--- config.mk ---
export PLATFORM = sky130hd
export DESIGN_NAME = arb_rr_pkt_lock
export DESIGN_NICKNAME = d
export VERILOG_FILES = /design/src/rtl/arb_rr_pkt_lock.sv
export SDC_FILE = /design/constraint.sdc
export NUM_CORES = 1
export LEC_CHECK = 0
export BUFFER_PORTS_ARGS = -buffer_cell sky130_fd_sc_hd__buf_2
export CAP_MARGIN = 20
export CORE_ASPECT_RATIO = 1.75
export CORE_MARGIN = 2
export CORE_UTILIZATION = 47
export DETAILED_ROUTE_END_ITERATION = 12
export HOLD_SLACK_MARGIN = 0.15
export PLACE_DENSITY_LB_ADDON = 0.1
export SYNTH_ARGS = -nofsm -noshare
export SYNTH_HDL_FRONTEND = slang
export SYNTH_SLANG_ARGS = --single-unit
--- constraint.sdc ---
create_clock -name clk -period 3.2 [get_ports clk]
set_input_delay 0.64 -clock clk [delete_from_list [all_inputs] [get_ports clk]]
set_output_delay 0.64 -clock clk [all_outputs]
set_load 0.05 [all_outputs]
--- src/rtl/arb_rr_pkt_lock.sv ---
// rtl/arb_rr_pkt_lock.sv - round-robin packet arbiter with per-packet grant lock and beat watchdog
module arb_rr_pkt_lock #(
    parameter int REQ_WIDTH  = 4,
    parameter int DATA_WIDTH = 8,
    parameter int MAX_BEATS  = 16
) (
    input  logic                            clk,
    input  logic                            rst_n,
    input  logic [REQ_WIDTH-1:0]            req_valid,
    input  logic [REQ_WIDTH-1:0]            req_last,
    input  logic [REQ_WIDTH*DATA_WIDTH-1:0] req_data,
    output logic [REQ_WIDTH-1:0]            req_ready,
    output logic                            out_valid,
    output logic [DATA_WIDTH-1:0]           out_data,
    output logic                            out_last,
    input  logic                            out_ready,
    output logic [REQ_WIDTH-1:0]            gnt,
    output logic                            busy,
    output logic                            wdog_err
);

    localparam int PW = $clog2(REQ_WIDTH);
    localparam int CW = $clog2(MAX_BEATS + 1);

    typedef enum logic {
        IDLE = 1'b0,
        BUSY = 1'b1
    } state_t;

    state_t               state_q, state_d;
    logic [REQ_WIDTH-1:0] gnt_q, gnt_d;
    logic [PW-1:0]        ptr_q, ptr_d;
    logic [CW-1:0]        cnt_q, cnt_d;
    logic                 wdog_q, wdog_d;

    logic [PW-1:0]        win_idx;
    logic [PW-1:0]        own_idx;
    logic [PW-1:0]        ptr_nxt;
    logic                 xfer;

    // First requesting source scanning upward from ptr, wrapping.
    always_comb begin
        win_idx = '0;
        for (int i = REQ_WIDTH - 1; i >= 0; i--) begin
            logic [PW-1:0] cand;
            cand = PW'((int'(ptr_q) + i) % REQ_WIDTH);
            if (req_valid[cand]) begin
                win_idx = cand;
            end
        end
    end

    always_comb begin
        own_idx = '0;
        for (int i = 0; i < REQ_WIDTH; i++) begin
            if (gnt_q[i]) begin
                own_idx = PW'(i);
            end
        end
    end

    assign ptr_nxt = (own_idx == PW'(REQ_WIDTH - 1)) ? '0 : own_idx + PW'(1);

    always_comb begin
        req_ready = '0;
        out_valid = 1'b0;
        out_data  = '0;
        out_last  = 1'b0;
        if (state_q == BUSY) begin
            out_valid          = req_valid[own_idx];
            out_data           = req_data[int'(own_idx)*DATA_WIDTH +: DATA_WIDTH];
            out_last           = req_last[own_idx];
            req_ready[own_idx] = out_ready;
        end
    end

    assign xfer     = out_valid && out_ready;
    assign gnt      = gnt_q;
    assign busy     = (state_q == BUSY);
    assign wdog_err = wdog_q;

    always_comb begin
        state_d = state_q;
        gnt_d   = gnt_q;
        ptr_d   = ptr_q;
        cnt_d   = cnt_q;
        wdog_d  = 1'b0;
        case (state_q)
            IDLE: begin
                if (|req_valid) begin
                    gnt_d          = '0;
                    gnt_d[win_idx] = 1'b1;
                    state_d        = BUSY;
                    cnt_d          = '0;
                end
            end
            BUSY: begin
                if (xfer) begin
                    // A last beat always wins over the watchdog on the same beat.
                    if (out_last || (cnt_q == CW'(MAX_BEATS - 1))) begin
                        state_d = IDLE;
                        gnt_d   = '0;
                        ptr_d   = ptr_nxt;
                        cnt_d   = '0;
                        wdog_d  = !out_last;
                    end else begin
                        cnt_d = cnt_q + CW'(1);
                    end
                end
            end
            default: state_d = IDLE;
        endcase
    end

    always_ff @(posedge clk or negedge rst_n) begin
        if (!rst_n) begin
            state_q <= IDLE;
            gnt_q   <= '0;
            ptr_q   <= '0;
            cnt_q   <= '0;
            wdog_q  <= 1'b0;
        end else begin
            state_q <= state_d;
            gnt_q   <= gnt_d;
            ptr_q   <= ptr_d;
            cnt_q   <= cnt_d;
            wdog_q  <= wdog_d;
        end
    end

endmodule

==> results.yml <==
worst_setup_path:
  start_kind: "flip-flop"
  cp_common_cell: "inv_1"
  cpPeakStageDelay_ns: 0.69
  crit_path_top_delay_cell: "dfrtp_1"
  arrival_ns: 2.03
  worstSetupEndpointType: "primary output"
  crit_required_ns: 2.56
  crit_fanout: 22
  crit_chain: "inv_1 > a21oi_1 > inv_1 > ha_1 > and3_1 > buf_2"
  worstSetupPathType: "reg2out"
timing:
  tns_ns: 0
  hold_viol: 0
  setup_viol: 0
  max_slew_margin_pct: 56.1
  rsz0062_at_grt: "false"
  fin_skew_ns: 0.00249
  tightest_slew_ns: 0.655
  holdWs_ns: 0.268
  period_share_pct: 83.5
  period_needed_ns: 2.67
  fmax_mhz: 374
  drv_slew: 0
logic_synthesis:
  ys_top_cells_by_area: "dfrtp_1 29%, mux2i_1 9.7%, ha_1 6.6%, nand2_1 6.6%, nand2b_1 6.1%"
  seq_area_frac_synth_pct: 28.7
  synth_edf_count: 0
  synth-main-ff-cell: "dfrtp_1"
  yosys_register_bits: 13
  synth_top_area_share_pct: 28.7
  async_flop_share_pct: 100
  syn_nets: 190
  yosys_warnings: 0
  synth_top_area_cell: "dfrtp_1"
  netlist-cell-type-count: 35
  syn_area_um2: 1130
  syn-mean-instance-area_um2: 8.03
  syn_inst: 141
floorplanning:
  fp.dieH_um: 68.9
  core-area_um2: 2300
  dieWidth_um: 41.1
  start_util_pct: 49.2
  dieArea_um2: 2830
  pin_count: 63
  rows: 23
layout:
  area_growth_pct: 31.9
  final_nets: 250
  drive_gt1_share_pct: 34.5
  diodes: 0
detailed_routing:
  drt_iter0_markers: 25
  drt.antenna.violating_nets: 0
  viasPerCell: 5.47
  wl_per_cell_um: 13.4
  drc: 0
  finalWirelength_um: 3010
  first_pass_iters: 4
  route.vias.total: 1231
clock_network:
  numCtsBuffers: 3
  root_buffer: "clkbuf_8"
  postCtsHoldBufs: 0
  htreeDepth: 1
  clock_path_buffers: 2
  clock_sinks: 13
  cts_tree: "yes"
  clk_latency_ns: 0.25
  clk_pin_slew_worst_paths_ns: 0.05
  post_cts_resized: 0
  cts_setup_buffers: 0
grt:
  track_usage_pct: 23.0
  grt_max_degree: 25
  grt.overflow.total: 0
  grt_pass1_vias: 1075
  antenna_found_initial: 0
  grt_first_pass_wirelength_um: 4460
placement:
  dp_hpwl_um: 2340
  place.gp.congestion: 0.909
  io_buffers: 62
hold_path:
  holdCritPathClass: "in2async"
power_and_ir_drop:
  power.density_nw_per_um2: 1220
  p_leak_nw: 0.776
  peakVddDrop_mv: 0.647
outcome:
  outcome: "completed"
flow_run:
  drv_cap: 0
cells by family after synthesis:
family / after synthesis / synth area share, %
AND/OR/NAND/NOR: 57 / 25.9
AO/OA/AOI/OAI: 36 / 20.9
buffers and inverters: 15 / 5.19
multiplexers: 14 / 12.7
flip-flops: 13 / 28.7
adder cells (fa/ha/maj): 6 / 6.63
where the power goes:
| part | switching (mW) | total (mW) | internal, mW | leakage (nW) |
|---|---|---|---|---|
| sequential | 0.124 | 0.348 | 0.223 | 0.164 |
| combinational | 0.922 | 1.33 | 0.403 | 0.589 |
| clock | 0.0600 | 0.148 | 0.0881 | 0.0228 |
| total | 1.11 | 1.82 | 0.714 | 0.776 |
final timing paths:
check	depth (start not counted)	from	to	slack [ns]
worst max-delay path	6	gnt[2]$_DFFE_PN0P_	req_ready[1]	0.53
worst min register to register	1	cnt_q[4]$_DFFE_PN0P_	cnt_q[4]$_DFFE_PN0P_	0.50
worst min-delay path	1	rst_n	busy$_DFF_PN0_	0.27
worst max register to register	5	gnt[3]$_DFFE_PN0P_	ptr_q[1]$_DFFE_PN0P_	0.87
min in group clk	1	cnt_q[4]$_DFFE_PN0P_	cnt_q[4]$_DFFE_PN0P_	0.50
max in group asynchronous	1	rst_n	gnt[1]$_DFFE_PN0P_	2.71
flip-flops by register name (all words and copies together) (netlist names):
register,cells
busy,1
cnt_q,5
gnt,4
ptr_q,2
wdog_err,1
cell type report:
cell class / count / area (µm²)
clock buffers: 4 / 45.0
fillers: 226 / 808
inverters: 7 / 26.3
multi-input cells: 113 / 748
flip-flops and latches: 13 / 325
well taps: 25 / 31.3
repair buffers: 63 / 318
worst max-delay path, delay by kind of cell (launching register included):
| kind | cells | cell delay [ns] |
|---|---|---|
| flops | 1 | 0.69 |
| buf+inv | 3 | 0.41 |
| compound gates | 1 | 0.28 |
| fa+ha+maj | 1 | 0.22 |
| simple gates | 1 | 0.18 |
placed cells by master (no fill, tap or decap), types with 3 or more instances in the layout:
cell type / Yosys / final
a21oi_1: 12 / 12
and3_1: 7 / 7
buf_2: 2 / 62
clkbuf_8: 0 / 3
dfrtp_1: 13 / 13
ha_1: 6 / 6
inv_1: 7 / 7
mux2i_1: 11 / 11
nand2_1: 20 / 20
nand2b_1: 11 / 11
nand3_1: 3 / 3
nor2_1: 8 / 8
o21ai_0: 10 / 10
layer usage:
layer  track usage, %  vias up  share of wire, %
met2             41.8       53                52
met4             12.1        0               2.7
met5                0        -                 0
met3             3.21        7               7.9
li1                 -      618                 -
met1             23.3      553                37
cells in the mapped netlist (all sizes together), types with 2 or more instances:
cell      n
o21ai    10
nand2b   11
dfrtp    13
inv       7
ha        6
a31oi     2
a32o      2
clkbuf    5
nand3     3
a21oi    13
nand2    20
and3      7
o2bb2ai   2
nor2      8
buf       3
mux2i    11
mux2      3
through the flow:
step           instance area [µm²]  std cells  power [mW]  utilization [%]  worst slack (ns)
6_report                      1490        225        1.82             64.9             0.529
2_1_floorplan                 1130        141        1.39                -             0.313
5_1_grt                       1490        225        1.95             64.9             0.374
4_1_cts                       1490        225        1.83             64.9             0.506
3_5_place_dp                  1450        221        1.67             62.9             0.774
3_3_place_gp                  1450        221        1.65             62.9             0.848
Power figures use the tool's default switching activity.
